File: config.mk
export PLATFORM = sky130hd
export DESIGN_NAME = pc_sequencer
export DESIGN_NICKNAME = d
export VERILOG_FILES = /design/src/rtl/pc_sequencer.sv
export SDC_FILE = /design/constraint.sdc
export NUM_CORES = 1
export LEC_CHECK = 0
export BUFFER_PORTS_ARGS = -buffer_cell sky130_fd_sc_hd__buf_2
export CAP_MARGIN = 20
export CELL_PAD_IN_SITES_DETAIL_PLACEMENT = 1
export CELL_PAD_IN_SITES_GLOBAL_PLACEMENT = 2
export CORE_MARGIN = 1
export CORE_UTILIZATION = 27
export CTS_CLUSTER_DIAMETER = 30
export DETAILED_ROUTE_END_ITERATION = 6
export GPL_ROUTABILITY_DRIVEN = 0
export PLACE_DENSITY_LB_ADDON = 0.05
export SETUP_SLACK_MARGIN = 0.15
export SLEW_MARGIN = 30
export SYNTH_ARGS = -nofsm -noshare
export SYNTH_HDL_FRONTEND = slang
export SYNTH_SLANG_ARGS = --single-unit
File: constraint.sdc
create_clock -name clk -period 5.3 [get_ports clk]
set_clock_uncertainty 0.2 [all_clocks]
set_input_delay 0.265 -clock clk [delete_from_list [all_inputs] [get_ports clk]]
set_output_delay 0.265 -clock clk [all_outputs]
set_load 0.005 [all_outputs]
File: src/rtl/pc_sequencer.sv
`default_nettype none
// ============================================================================
// Module   : pc_sequencer
// Purpose  : Fetch/branch controller for the PC datapath. Each instruction
//            spends at least one FETCH cycle and then exactly one EXEC cycle.
//            The block drives PCsrc/ImmOp so the PC holds, advances by 4, or
//            takes a BEQ/BNE branch. It also latches the fetched instruction
//            and keeps saturating retire and stall counters.
// Ports    : clk, rst            - clock, synchronous active-high reset
//            halt                - freezes fetch (sampled in FETCH only)
//            imem_ready, instr   - instruction memory handshake and data
//            eq                  - ALU equal flag, used during EXEC
//            imem_req            - fetch request for the current PC
//            PCsrc, ImmOp        - datapath next-PC select and offset
//            instr_q/instr_valid - latched instruction, executing this cycle
//            retire_cnt          - instructions executed (saturating)
//            stall_cnt           - memory wait cycles (saturating)
// Revision : 1.0 - initial release
// ============================================================================
module pc_sequencer #(
  parameter int WIDTH = 32,   // must be >= 32: the full RV32 word is decoded
  parameter int CNT_W = 16
) (
  input  logic             clk,
  input  logic             rst,
  input  logic             halt,
  input  logic             imem_ready,
  input  logic [WIDTH-1:0] instr,
  input  logic             eq,
  output logic             imem_req,
  output logic             PCsrc,
  output logic [WIDTH-1:0] ImmOp,
  output logic [WIDTH-1:0] instr_q,
  output logic             instr_valid,
  output logic [CNT_W-1:0] retire_cnt,
  output logic [CNT_W-1:0] stall_cnt
);

  typedef enum logic [1:0] {
    ST_RESET = 2'd0,
    ST_FETCH = 2'd1,
    ST_EXEC  = 2'd2
  } state_t;

  localparam logic [6:0] c_opc_branch = 7'b1100011;
  localparam logic [2:0] c_f3_beq     = 3'b000;
  localparam logic [2:0] c_f3_bne     = 3'b001;

  state_t           state_q, state_d;
  logic [WIDTH-1:0] instr_d;
  logic [CNT_W-1:0] retire_cnt_q, retire_cnt_d;
  logic [CNT_W-1:0] stall_cnt_q, stall_cnt_d;

  // Branch decode of the latched instruction.
  logic        w_is_branch;
  logic [2:0]  w_funct3;
  logic        w_taken;
  logic [12:0] w_b_imm;

  assign w_is_branch = (instr_q[6:0] == c_opc_branch);
  assign w_funct3    = instr_q[14:12];
  assign w_taken     = w_is_branch &&
                       (((w_funct3 == c_f3_beq) &&  eq) ||
                        ((w_funct3 == c_f3_bne) && !eq));
  assign w_b_imm     = {instr_q[31], instr_q[7], instr_q[30:25], instr_q[11:8], 1'b0};

  always_comb begin
    state_d      = state_q;
    instr_d      = instr_q;
    retire_cnt_d = retire_cnt_q;
    stall_cnt_d  = stall_cnt_q;
    imem_req     = 1'b0;
    PCsrc        = 1'b1;        // hold: PC + 0
    ImmOp        = '0;
    instr_valid  = 1'b0;

    case (state_q)
      ST_RESET: begin
        state_d = ST_FETCH;
      end

      ST_FETCH: begin
        imem_req = !halt;
        if (!halt) begin
          if (imem_ready) begin
            instr_d = instr;
            state_d = ST_EXEC;
          end else if (stall_cnt_q != {CNT_W{1'b1}}) begin
            stall_cnt_d = stall_cnt_q + CNT_W'(1);
          end
        end
      end

      ST_EXEC: begin
        instr_valid = 1'b1;
        if (w_taken) begin
          PCsrc = 1'b1;
          ImmOp = {{(WIDTH-13){w_b_imm[12]}}, w_b_imm};
        end else begin
          PCsrc = 1'b0;
        end
        if (retire_cnt_q != {CNT_W{1'b1}}) begin
          retire_cnt_d = retire_cnt_q + CNT_W'(1);
        end
        state_d = ST_FETCH;
      end

      default: begin
        state_d = ST_RESET;
      end
    endcase

    // Reset overrides the datapath controls in the same cycle so a branch
    // pending in EXEC is never applied while the PC is being reset.
    if (rst) begin
      state_d     = ST_RESET;
      imem_req    = 1'b0;
      PCsrc       = 1'b1;
      ImmOp       = '0;
      instr_valid = 1'b0;
    end
  end

  always_ff @(posedge clk) begin
    if (rst) begin
      state_q      <= ST_RESET;
      instr_q      <= '0;
      retire_cnt_q <= '0;
      stall_cnt_q  <= '0;
    end else begin
      state_q      <= state_d;
      instr_q      <= instr_d;
      retire_cnt_q <= retire_cnt_d;
      stall_cnt_q  <= stall_cnt_d;
    end
  end

  assign retire_cnt = retire_cnt_q;
  assign stall_cnt  = stall_cnt_q;

endmodule
`default_nettype wire

==> out/metrics.cfg <==
[status]
status=completed

[yosys]
syn_inst=369
synth_mux_area_frac=0.0138
yosys_warnings=0
synth_top_family_by_area=simple AND/OR/NAND/NOR gates
synthAdderAreaFrac=0.00836
async_reset_ff_frac=0
ys_ff_latch=66
yosys_most_used_dff=dfxtp_1
syn_area_per_cell_um2=8.11
syn_nets=408
synthSimpleGateAreaFrac=0.296
synthXorXnorAreaFrac=0.0673
synth.yosys.seq_area_share=0.441
synth_edf_count=0
synth_compound_area_frac=0.0965
ys_types=43
netlist_area_mm2=0.00299

[timing]
finalCriticalPeriod_ps=2520
hold_violations=0
timing.final.max_slew_violations=0
rsz0062_at_grt=false
finalCritPeriodShare=0.475
setup_viol=0
max_freq_mhz=397
setup_tns_ps=0
worst_pin_slew_ps=740
slew_headroom=0.506

[clocking]
holdBufCountCts=33
root_buffer=clkbuf_8
post_cts_resized=0
cts_sinks=66
clock_latency_ps=340
htreeDepth=3
postCtsSetupRepairBufs=0
clk_path_buf_depth=2
clkTransAtPathRegs_ps=70
cts_tree=built
cts_buffers=9

[route]
drtAntennaViolNets=0
routed_wl_mm=8.98
vias=3006
drtIter0Drc=72
vias_per_cell=4.58
drtPass1Iterations=6
wl_per_cell_um=13.7
drc=0

[power_and_ir_drop]
vdd_drop_max_uv=136
p_leak_nw=1.89
p_per_area_mw_per_mm2=248

[critical_path]
regToRegSetupSlack_ps=3010
cp-start-kind=flop
r2r_cells=6
critPathMaxFanout=20
cp-startpoint=instr_q[4]
critical_path_arrival_ps=2050
crit_required_ps=4840
endpoint_kind=output port
crit_end=ImmOp[26]
timing.rr.end=stall_cnt[7]
path_class=reg2out
r2r_start=stall_cnt[0]

[die]
initial_core_util=0.276
dieArea_mm2=0.0115
rows=38
die_h_um=107
die_x_um=107
io_pins=136
coreArea_mm2=0.0108

[place]
place.port_buffers=134
place_inst=609
dpl.hpwl_mm=6.16

[cells_and_area]
diodes=0
final.fill_count=1356
layout_commonest_cell=buf_2
final_nets=552
final_cell_mix=buf_2 (134), nand2_1 (79), dfxtp_1 (66), a21oi_1 (38), nor2_1 (35)
stdcell_count=657
final_layout_size_suffix_gt1_frac=0.304
area_growth_pct=39.8
utilization=0.386

[flow_run]
maxCapViolations=0

[global_route]
track_usage=0.161
grt_max_degree=70
grt_pass1_vias=2906
antenna_found_initial=0
grt-ovfl-total=0
grt_pass1_wl_mm=14.3

[hold_path]
min_path_type=in2reg

## routing by layer
layer  global-route usage  up-vias  routed length [µm]
li1                     -     1514                   -
met1                0.190     1409                4020
met2                0.274       75                4330
met3               0.0412        8                 502
met4               0.0705        0                 121
met5                    0        -                   0
## critical path, cell delays in order, from the launching register on
cell	delay, ps
dfxtp_1	320
nand4b_1	170
nor3_1	180
nand3_1	130
nor3_1	250
and2_1	460
buf_2	200
## metrics by stage
stage | power, mW | area (µm²) | setup WS (ps) | hold WS (ps)
floorplan | 0.551 | 2990 | 3260 | 187
global placement | 0.583 | 3650 | 3070 | 241
detailed placement | 0.583 | 3650 | 3000 | 243
CTS | 1.06 | 4190 | 2710 | 68.8
global route | 1.09 | 4190 | 2480 | 102
finish | 1.04 | 4190 | 2780 | 87.6
## Yosys cell counts, types with 2 or more instances
library cell  number  share of area
nand4b_1           3         0.0088
o31ai_1            2         0.0050
ha_1               2         0.0084
buf_1              2         0.0025
nand3_1           14          0.023
and3_1             4         0.0084
xnor2_1            8          0.023
and4_1             4          0.012
and2_1            13          0.027
dfxtp_1           66           0.44
mux2i_1            3          0.010
a21oi_1           38          0.064
nand4_1           11          0.023
nor3_1             6          0.010
a211oi_1           3         0.0075
nor2_1            35          0.044
nand2_1           79          0.099
xor2_1            15          0.044
clkbuf_1          15          0.019
and4bb_2           2         0.0084
inv_1              2         0.0025
or4_1              2         0.0050
buf_4             20          0.050
## report_power, final
part | switching, mW | total (mW) | leakage, nW | internal (mW)
sequential | 0.00675 | 0.512 | 0.534 | 0.505
combinational | 0.0368 | 0.0779 | 1.25 | 0.0411
clock | 0.194 | 0.447 | 0.106 | 0.253
total | 0.237 | 1.04 | 1.89 | 0.799
## kinds of logic (layout without fill, tap and decap cells)
kind of cell             count (synthesis)  in the layout
AND/OR/NAND/NOR                        183            183
AO/OA/AOI/OAI                           50             50
buffers and inverters                   40            188
multiplexers                             4              4
other                                    1              1
adder cells (fa/ha/maj)                  2              2
flip-flops                              66             66
XOR/XNOR                                23             23
## state kept, by name, indices dropped and copies added (netlist names)
name	flops
stall_cnt	16
instr_q	32
state_q	2
retire_cnt	16
## cell type report
type | count | area (µm²) | area share
multi-input cells | 263 | 1450 | 0.346
flip-flops and latches | 66 | 1320 | 0.316
repair buffers | 171 | 1030 | 0.246
well taps | 140 | 175 | 0.0419
clock buffers | 13 | 169 | 0.0404
clock inverters | 2 | 35.0 | 0.00837
inverters | 2 | 7.51 | 0.00179
## how the worst min path moves through the flow
| stage | cells past startpoint | endpoint | slack [ps] | start |
|---|---|---|---|---|
| after floorplan | 1 | state_q[1] | 190 | imem_ready |
| after global placement | 2 | instr_q[20] | 240 | instr_q[20] |
| after detailed placement | 2 | instr_q[18] | 240 | instr_q[18] |
| after CTS | 4 | state_q[0] | 70 | halt |
| after global routing | 4 | state_q[0] | 100 | halt |
| final | 4 | state_q[0] | 90 | halt |
Note: power is estimated with default switching activity, not from simulation.
